[config.mk]
export PLATFORM = sky130hd
export DESIGN_NAME = video_timing_engine
export DESIGN_NICKNAME = d
export VERILOG_FILES = /design/src/rtl/video_timing_engine.sv
export SDC_FILE = /design/constraint.sdc
export NUM_CORES = 1
export LEC_CHECK = 0
export ABC_AREA = 0
export BUFFER_PORTS_ARGS = -buffer_cell sky130_fd_sc_hd__buf_4
export CORE_MARGIN = 2
export CORE_UTILIZATION = 65
export CTS_CLUSTER_SIZE = 20
export DETAILED_ROUTE_END_ITERATION = 12
export GPL_TIMING_DRIVEN = 0
export PLACE_DENSITY = 0.88
export SETUP_SLACK_MARGIN = 0.4
export SKIP_CTS_REPAIR_TIMING = 1
export SLEW_MARGIN = 10
export SYNTH_ARGS = -nofsm -noshare
export SYNTH_HDL_FRONTEND = slang
export SYNTH_SLANG_ARGS = --single-unit
[constraint.sdc]
create_clock -name pix_clk -period 14 [get_ports pix_clk]
set_clock_uncertainty 0.2 [all_clocks]
set_input_delay 2.8 -clock pix_clk [delete_from_list [all_inputs] [get_ports pix_clk]]
set_output_delay 2.8 -clock pix_clk [all_outputs]
set_load 0.02 [all_outputs]
[src/rtl/video_timing_engine.sv]
// Raster timing generator: sync/DE counters, a centred display window, and an output stage
// that aligns video with frame-buffer data returned REQ_LAT cycles after each request.
module video_timing_engine #(
    parameter int unsigned IMAGE_WIDTH = 11,
    parameter int unsigned DATA_WIDTH  = 24,
    parameter int unsigned X_BITS      = 12,
    parameter int unsigned Y_BITS      = 12,
    parameter int unsigned H_SYNC      = 44,
    parameter int unsigned H_BACK      = 148,
    parameter int unsigned H_DISP      = 1920,
    parameter int unsigned H_FRONT     = 88,
    parameter int unsigned H_TOTAL     = 2200,
    parameter int unsigned V_SYNC      = 5,
    parameter int unsigned V_BACK      = 36,
    parameter int unsigned V_DISP      = 1080,
    parameter int unsigned V_FRONT     = 4,
    parameter int unsigned V_TOTAL     = 1125,
    parameter bit          HS_POL      = 1'b1,
    parameter bit          VS_POL      = 1'b1,
    parameter int unsigned REQ_LAT     = 2,
    parameter logic [DATA_WIDTH-1:0] BORDER_COLOR = '0
) (
    input  logic                   pix_clk,
    input  logic                   rst,
    input  logic                   en,
    input  logic [1:0]             mode,
    input  logic [IMAGE_WIDTH-1:0] disp_w,
    input  logic [IMAGE_WIDTH-1:0] disp_h,
    output logic                   pixel_req,
    output logic [IMAGE_WIDTH-1:0] pix_x,
    output logic [IMAGE_WIDTH-1:0] pix_y,
    input  logic [DATA_WIDTH-1:0]  pixel_data,
    output logic                   frame_end,
    output logic                   video_hs,
    output logic                   video_vs,
    output logic                   video_de,
    output logic [DATA_WIDTH-1:0]  video_data
);

    if (H_TOTAL != H_SYNC + H_BACK + H_DISP + H_FRONT) begin : g_bad_h_timing
        $error("H_TOTAL does not equal the sum of the horizontal intervals");
    end
    if (V_TOTAL != V_SYNC + V_BACK + V_DISP + V_FRONT) begin : g_bad_v_timing
        $error("V_TOTAL does not equal the sum of the vertical intervals");
    end
    if (REQ_LAT < 1 || REQ_LAT > 8) begin : g_bad_req_lat
        $error("REQ_LAT must be in 1..8");
    end

    localparam int unsigned Last = REQ_LAT - 1;

    localparam logic [X_BITS-1:0] HLast      = X_BITS'(H_TOTAL - 1);
    localparam logic [X_BITS-1:0] HSyncEnd   = X_BITS'(H_SYNC);
    localparam logic [X_BITS-1:0] HActStart  = X_BITS'(H_SYNC + H_BACK);
    localparam logic [X_BITS-1:0] HActEnd    = X_BITS'(H_SYNC + H_BACK + H_DISP);
    localparam logic [Y_BITS-1:0] VLast      = Y_BITS'(V_TOTAL - 1);
    localparam logic [Y_BITS-1:0] VSyncEnd   = Y_BITS'(V_SYNC);
    localparam logic [Y_BITS-1:0] VActStart  = Y_BITS'(V_SYNC + V_BACK);
    localparam logic [Y_BITS-1:0] VActEnd    = Y_BITS'(V_SYNC + V_BACK + V_DISP);
    localparam logic [IMAGE_WIDTH-1:0] HDispW = IMAGE_WIDTH'(H_DISP);
    localparam logic [IMAGE_WIDTH-1:0] VDispW = IMAGE_WIDTH'(V_DISP);

    typedef enum logic [0:0] {StIdle, StRun} state_e;

    state_e                 state_q, state_d;
    logic                   running;
    logic                   last_pos;
    logic                   frame_bnd;
    logic [X_BITS-1:0]      h_cnt_q;
    logic [Y_BITS-1:0]      v_cnt_q;
    logic [1:0]             mode_q;
    logic [IMAGE_WIDTH-1:0] win_w_q, win_h_q;

    assign last_pos  = (h_cnt_q == HLast) && (v_cnt_q == VLast);
    assign frame_bnd = (state_q == StIdle) || last_pos;

    always_ff @(posedge pix_clk or posedge rst) begin
        if (rst) begin
            state_q <= StIdle;
        end else begin
            state_q <= state_d;
        end
    end

    always_comb begin
        state_d = state_q;
        if (frame_bnd) begin
            state_d = en ? StRun : StIdle;
        end
    end

    always_comb begin
        running = (state_q == StRun);
    end

    always_ff @(posedge pix_clk or posedge rst) begin
        if (rst) begin
            h_cnt_q <= '0;
            v_cnt_q <= '0;
        end else if (!running) begin
            h_cnt_q <= '0;
            v_cnt_q <= '0;
        end else if (h_cnt_q == HLast) begin
            h_cnt_q <= '0;
            v_cnt_q <= (v_cnt_q == VLast) ? '0 : v_cnt_q + Y_BITS'(1);
        end else begin
            h_cnt_q <= h_cnt_q + X_BITS'(1);
        end
    end

    // Frame parameters only change between frames so a frame is never torn.
    always_ff @(posedge pix_clk or posedge rst) begin
        if (rst) begin
            mode_q  <= '0;
            win_w_q <= '0;
            win_h_q <= '0;
        end else if (frame_bnd) begin
            mode_q  <= mode;
            win_w_q <= (disp_w > HDispW) ? HDispW : disp_w;
            win_h_q <= (disp_h > VDispW) ? VDispW : disp_h;
        end
    end

    logic                   hs_act, vs_act, de_act, in_win;
    logic [X_BITS-1:0]      act_x, x_lo, x_hi;
    logic [Y_BITS-1:0]      act_y, y_lo, y_hi;
    logic [IMAGE_WIDTH-1:0] win_x, win_y;

    always_comb begin
        hs_act = running && (h_cnt_q < HSyncEnd);
        vs_act = running && (v_cnt_q < VSyncEnd);
        de_act = running && (h_cnt_q >= HActStart) && (h_cnt_q < HActEnd) &&
                 (v_cnt_q >= VActStart) && (v_cnt_q < VActEnd);
        act_x  = h_cnt_q - HActStart;
        act_y  = v_cnt_q - VActStart;
        x_lo   = X_BITS'((HDispW - win_w_q) >> 1);
        y_lo   = Y_BITS'((VDispW - win_h_q) >> 1);
        x_hi   = x_lo + X_BITS'(win_w_q);
        y_hi   = y_lo + Y_BITS'(win_h_q);
        in_win = de_act && (act_x >= x_lo) && (act_x < x_hi) &&
                 (act_y >= y_lo) && (act_y < y_hi);
        win_x  = IMAGE_WIDTH'(act_x - x_lo);
        win_y  = IMAGE_WIDTH'(act_y - y_lo);
    end

    assign pixel_req = in_win && (mode_q == 2'd0);
    assign pix_x     = pixel_req ? win_x : '0;
    assign pix_y     = pixel_req ? win_y : '0;
    assign frame_end = running && last_pos;

    logic [IMAGE_WIDTH-1:0] bar_w;
    logic [2:0]             bar_idx;
    logic [DATA_WIDTH-1:0]  bar_col, pat_col;

    // Bar index = number of bar boundaries already passed; a zero bar width saturates at 7.
    always_comb begin
        bar_w   = win_w_q >> 3;
        bar_idx = '0;
        for (int k = 1; k < 8; k++) begin
            if (win_x >= IMAGE_WIDTH'(k) * bar_w) begin
                bar_idx = 3'(k);
            end
        end
        case (bar_idx)
            3'd0:    bar_col = DATA_WIDTH'(24'hFFFFFF);
            3'd1:    bar_col = DATA_WIDTH'(24'hFFFF00);
            3'd2:    bar_col = DATA_WIDTH'(24'h00FFFF);
            3'd3:    bar_col = DATA_WIDTH'(24'h00FF00);
            3'd4:    bar_col = DATA_WIDTH'(24'hFF00FF);
            3'd5:    bar_col = DATA_WIDTH'(24'hFF0000);
            3'd6:    bar_col = DATA_WIDTH'(24'h0000FF);
            default: bar_col = DATA_WIDTH'(24'h000000);
        endcase
        case (mode_q)
            2'd1:    pat_col = bar_col;
            2'd3:    pat_col = ((win_x[4:0] == 5'd0) || (win_y[4:0] == 5'd0)) ?
                               DATA_WIDTH'(24'hFFFFFF) : '0;
            default: pat_col = BORDER_COLOR;
        endcase
        if (!in_win) begin
            pat_col = BORDER_COLOR;
        end
    end

    // Patterns ride the same delay line as the flags so every mode has identical latency.
    logic [REQ_LAT-1:0]    hs_pipe_q, vs_pipe_q, de_pipe_q, ext_pipe_q;
    logic [DATA_WIDTH-1:0] col_pipe_q [REQ_LAT];
    logic                  video_hs_q, video_vs_q, video_de_q;
    logic [DATA_WIDTH-1:0] video_data_q;

    always_ff @(posedge pix_clk or posedge rst) begin
        if (rst) begin
            hs_pipe_q    <= '0;
            vs_pipe_q    <= '0;
            de_pipe_q    <= '0;
            ext_pipe_q   <= '0;
            for (int i = 0; i < REQ_LAT; i++) begin
                col_pipe_q[i] <= '0;
            end
            video_hs_q   <= ~HS_POL;
            video_vs_q   <= ~VS_POL;
            video_de_q   <= 1'b0;
            video_data_q <= '0;
        end else begin
            hs_pipe_q[0]  <= hs_act;
            vs_pipe_q[0]  <= vs_act;
            de_pipe_q[0]  <= de_act;
            ext_pipe_q[0] <= pixel_req;
            col_pipe_q[0] <= pat_col;
            for (int i = 1; i < REQ_LAT; i++) begin
                hs_pipe_q[i]  <= hs_pipe_q[i-1];
                vs_pipe_q[i]  <= vs_pipe_q[i-1];
                de_pipe_q[i]  <= de_pipe_q[i-1];
                ext_pipe_q[i] <= ext_pipe_q[i-1];
                col_pipe_q[i] <= col_pipe_q[i-1];
            end
            video_hs_q   <= hs_pipe_q[Last] ? HS_POL : ~HS_POL;
            video_vs_q   <= vs_pipe_q[Last] ? VS_POL : ~VS_POL;
            video_de_q   <= de_pipe_q[Last];
            video_data_q <= !de_pipe_q[Last] ? '0 :
                            ext_pipe_q[Last] ? pixel_data : col_pipe_q[Last];
        end
    end

    assign video_hs   = video_hs_q;
    assign video_vs   = video_vs_q;
    assign video_de   = video_de_q;
    assign video_data = video_data_q;

endmodule

# == After elaboration in Yosys (flattened, before gate mapping) ==
# Index checks and enable logic that the tools add are counted.
# totals
ff_bits,132
inputBits,51
# op_classes
add_sub_neg,10
mul,4
n_lt_le_gt_ge,19
n_eq_ne,11
muxes,25
n_bitwise,1
reduce_logical,19
# ops
op,n
one-hot mux 24 bit (7 select lines),1
two-way mux 24 bit,4
two-way mux 12 bit,5
one-hot mux 24 bit (2 select lines),1
two-way mux 11 bit,4
>= comparator 11 bit,3
adder 11 x 11 -> 12 bit,2
adder 12 x 1 -> 12 bit (second input constant),2
>= comparator 12 x 11 -> 1 bit,2
less-than comparator 12 bit,2
subtractor 11 x 11 -> 12 bit (first input constant),2
>= comparator 11 x 10 -> 1 bit,2
greater-than comparator 11 bit (second input constant),2
multiplier 3 x 8 -> 11 bit (first input constant),2
subtractor 11 bit,2
multiplier 2 x 8 -> 10 bit (first input constant),2
two-way mux 3 bit,6
logical AND 1 bit,13
== test 12 x 11 -> 1 bit (second input constant),1
== test 12 bit (second input constant),1
>= comparator 12 x 6 -> 1 bit (second input constant),1
>= comparator 12 x 8 -> 1 bit (second input constant),1
less-than comparator 12 x 11 -> 1 bit (second input constant),1
less-than comparator 12 bit (second input constant),1
other kinds (18),26

# == Logic depth before layout (Yosys ltp) ==
# depth
ltp_word,14
ltp_mapped,23
depth_no_buf,23

# == Least setup slack after synthesis ==
# OpenSTA, ideal clock, no wires.
# synth_timing
path_kind,register to output
startpoint,register win_w_q[1]
endpoint,output pix_y[10]
arrival_ps,4912
t_required_ps,11000
slack_ps,6088
stages_incl_launch_ff,21
cell_sequence,dfrtp_1 -> inv_1 -> ha_1 -> xor2_1 -> xnor2_1 -> ha_1 -> a2111oi_0 -> a2111oi_0 -> o21ai_0 -> a21boi_0 -> o21a_1 -> o21a_1 -> o41ai_1 -> xor2_1 -> ha_1 -> and4_1 -> a2111oi_0 -> nand4_2 -> or3_4 -> buf_6 -> nor2_1
# synth_between
elab_chain_len,8
# synth_rtl
item,line_no,source
start: declaration,72,"logic [IMAGE_WIDTH-1:0] win_w_q, win_h_q;"
start signal: assignment,119,win_w_q <= (disp_w > HDispW) ? HDispW : disp_w;
subtractor 11 x 11 -> 12 bit,136,x_lo = X_BITS'((HDispW - win_w_q) >> 1);
adder 11 x 11 -> 12 bit / >= comparator 12 x 11 -> 1 bit (equally long branches),"138, 140",
less-than comparator 12 bit / logical AND 1 bit (equally long branches),140,in_win = de_act && (act_x >= x_lo) && (act_x < x_hi) &&
logical AND 1 bit * (2 in series),140,
logical AND 1 bit *,141,(act_y >= y_lo) && (act_y < y_hi);
logical AND 1 bit *,146,assign pixel_req = in_win && (mode_q == 2'd0);
two-way mux 11 bit *,148,assign pix_y = pixel_req ? win_y : '0;
end: declaration,31,"output logic [IMAGE_WIDTH-1:0] pix_y,"
# Every way passes the cells marked *; elsewhere a longest branch is shown, timed or not.

# == Worst setup path after layout ==
# layout_timing
startpoint,register win_w_q[1]
endpoint,output pix_x[10]
# layout_between
elab_chain_len,8
# layout_rtl
item,line_no,source
subtractor 11 x 11 -> 12 bit,136,
adder 11 x 11 -> 12 bit / >= comparator 12 x 11 -> 1 bit (equally long branches),"138, 140",
less-than comparator 12 bit / logical AND 1 bit (equally long branches),140,
logical AND 1 bit (2 in series),140,
logical AND 1 bit,141,
logical AND 1 bit,146,
two-way mux 11 bit *,147,assign pix_x = pixel_req ? win_x : '0;
end: declaration,30,"output logic [IMAGE_WIDTH-1:0] pix_x,"
# Marks and branches as above.

==> impl_results.md <==
* Post-layout min period at 9.28 ns
* Commonest non-fill, non-tap cells in the layout: ha_1 (170), nand2_1 (112), buf_4 (101)
* Final hold violation count at 0
* Synth warn at 0
* Core footprint at 13900 um2
* Share of layout cells above drive strength 1 at 0.118
* Area taken by multi-input logic gates at 6570 um2
* Routed wl met3 at 1750 um
* Total Routing Usage GR at 0.313
* Wire length on met2 at 10400 um
* Design area at 10600 um2
* WL met1 at 10100 um
* Pin count of the biggest net entering global routing at 65
* Placed inst area at 10200 um2
* Place WS at 5.31 ns
* Commonest non-fill, non-tap cell in the layout: ha_1
* Nets at 1420
* Critical path launch point type: flip-flop
* Actual slew at the worst max-slew pin at 1.00 ns
* Htree depth at 3
* Area Overhead vs Synth at 14.2%
* Status: finished, final reports clean
* Vias in the first global route at 7797
* Effective utilization at floorplan at 0.665
* DR DRC count at 0
* Crit path kind: flip-flop to primary output
* Total gr overflow at 0
* Total CTS buffers at 9
* Ant diodes at 0
* Ys async rst share at 1.00
* Final Util at 0.760
* Clock Latency Late Sink at 0.36 ns
* Top Metal Used: met4
* Register area share after synthesis at 0.244
* #FFs+latches synth at 90
* MaxCap Viol Count at 0
* Number of I/O pins at 102
* Netlist cell types at 67
* Final Hold Slack at 0.149 ns
* First-pass GRT wire length at 37400 um
* Period utilisation layout at 0.663
* Cell count after synthesis at 1073
* Routed Antenna Nets at 0
* Critical path capture point type: primary output
* Final setup viols at 0
* Yosys top cell area share at 0.244
* Pwr/cell area at 50.0 nW/um2
* Worst Path Arrival at 6.28 ns
* Leakage at 5.11 nW
* Max IR drop VDD at 0.0539 mV
* Top post-synthesis cells by area: dfrtp_1 (24%), ha_1 (23%), xnor2_1 (4.7%), nand2_1 (4.6%), xor2_1 (3.9%)
* Initial antenna violation count at 0
* DP Wirelength at 17500 um
* Die Y at 123 um
* CP peak stage delay at 0.52 ns
* TritonCTS Sinks at 90
* CTS tree: yes
* Syn Area/Cell at 8.61 um2
* EDFF count, synth at 0
* Final wirelength at 23000 um
* Critical Path Fanout Max at 10
* Routability Congestion at 0.963
* Most used DFF post-synth: dfrtp_1
* Hold WC Path Type: flip-flop to flip-flop
* Row Count at 43
* Die area at 15200 um2
* Mapped Nets at 1307
* Max Slew Vio Count at 0
* Fillers at 1016
* Pre-antenna DRT Iters at 5
* Synthesized cell area at 9240 um2
* Fin Setup TNS at 0 ns
* Clk slew on worst S/H paths at 0.06 ns
* Crit-path cells: inv_1, ha_1, xor2_1, xnor2_1, ha_1, a2111oi_0, a2111oi_0, o21ai_0, a21boi_0, o21a_1, o21a_1, o41ai_1, xor2_1, ha_1, a211oi_1, o22ai_1, a2111oi_0, nand4_2, or3_4, buf_6, nor2_1, buf_4
* Vias at 8253
* Final WS setup at 4.72 ns
* Clock Tree Root: clkbuf_16
* Avg Vias per Cell at 6.02
* Max Fclk at 108 MHz
* DRT iter0 DRCs at 663
* Max clock buf depth at 2
* Critical path's slowest cell: a2111oi_0
* CP Data Required Time at 11.00 ns
* Max-slew headroom at 0.328
* Count of input and output buffers at 101
* Routed len/inst at 16.8 um
* RSZ-0062 raised after global routing: false
* Area leader, netlist: dfrtp_1
* Die Wd at 123 um
* Reg area at 2250 um2
path summary, 6_finish.rpt:
kind / startpoint / end / slack, ns / cells past startpoint
setup / recovery: win_w_q[1] / pix_x[10] / 4.72 / 22
hold / removal: hs_pipe_q[1] / video_hs / 0.15 / 0
setup reg to reg: win_w_q[5] / col_pipe_q[31] / 7.90 / 20
hold reg to reg: hs_pipe_q[1] / video_hs / 0.15 / 0
max in group asynchronous: rst / de_pipe_q[1] / 10.75 / 3
min in group asynchronous: rst / v_cnt_q[2] / 2.23 / 2
cell usage after synthesis, drive strengths merged, types with 3 or more instances:
master and number:
ha 170, nand2 112, dfrtp 90, inv 80, nor2 80, a21oi 65
o21ai 59, xnor2 50, xor2 42, nand3 34, a21boi 29, nor3 21
a21o 17, nor2b 16, clkbuf 15, nand4 15, fa 13, nand2b 13
nand3b 13, or3 13, o21a 11, a211oi 9, and2 9, and3 9
o211ai 9, a31oi 8, buf 8, nor4 6, a221o 4, o2111ai 4
o21bai 4, a2111oi 3, a211o 3, and4 3, nor4b 3, or2 3
routing by layer:
layer	global-route usage	up-vias
met4	0.121	0
li1	-	4025
met1	0.420	3863
met2	0.498	318
met3	0.0623	47
met5	0	-
worst max-delay path, delay by kind of cell, from the launching register on:
family,cells,cell delay (ns)
adder cells (fa/ha/maj),3,0.78
flip-flops,1,0.43
buffers and inverters,3,0.55
AO/OA/AOI/OAI,10,2.59
AND/OR/NAND/NOR,3,0.93
XOR/XNOR,3,0.65
sequential cells by signal, summed over array words and instances, names as in the netlist, 6 cells and up:
name / count
video_data: 24
h_cnt_q: 12
v_cnt_q: 12
win_h_q: 11
win_w_q: 11
col_pipe_q: 6
per-stage QoR:
step / cells / total power [mW]
5_1_grt: 1371 / 0.543
6_report: 1371 / 0.528
2_1_floorplan: 1073 / 0.270
3_3_place_gp: 1354 / 0.282
4_1_cts: 1371 / 0.531
3_5_place_dp: 1355 / 0.284
layout make-up:
class                   count  area share
repair buffers            102      0.0745
well taps                 180      0.0213
inverters                  81      0.0291
plain buffers              23      0.0109
clock inverters             7     0.00723
clock buffers               9      0.0213
multi-input cells         879       0.622
flip-flops and latches     90       0.213
kinds of logic (layout without fill, tap and decap cells):
group | count (synthesis) | after routing | share of synthesized area
adders and majority gates | 184 | 184 | 0.260
AOI/OAI and AO/OA | 248 | 248 | 0.174
buffers and inverters | 104 | 222 | 0.0454
DFF | 90 | 90 | 0.244
muxes | 1 | 1 | 0.00108
and+or+nand+nor | 354 | 354 | 0.188
xor gates and xnor gates | 92 | 92 | 0.0881
power by group:
part           internal, mW  switching, mW  total [mW]  leakage [nW]
clock network         0.140          0.110       0.249         0.142
logic                0.0102        0.00837      0.0186          3.87
registers             0.260              0       0.260          1.10
(Power assumes the default switching activity.)
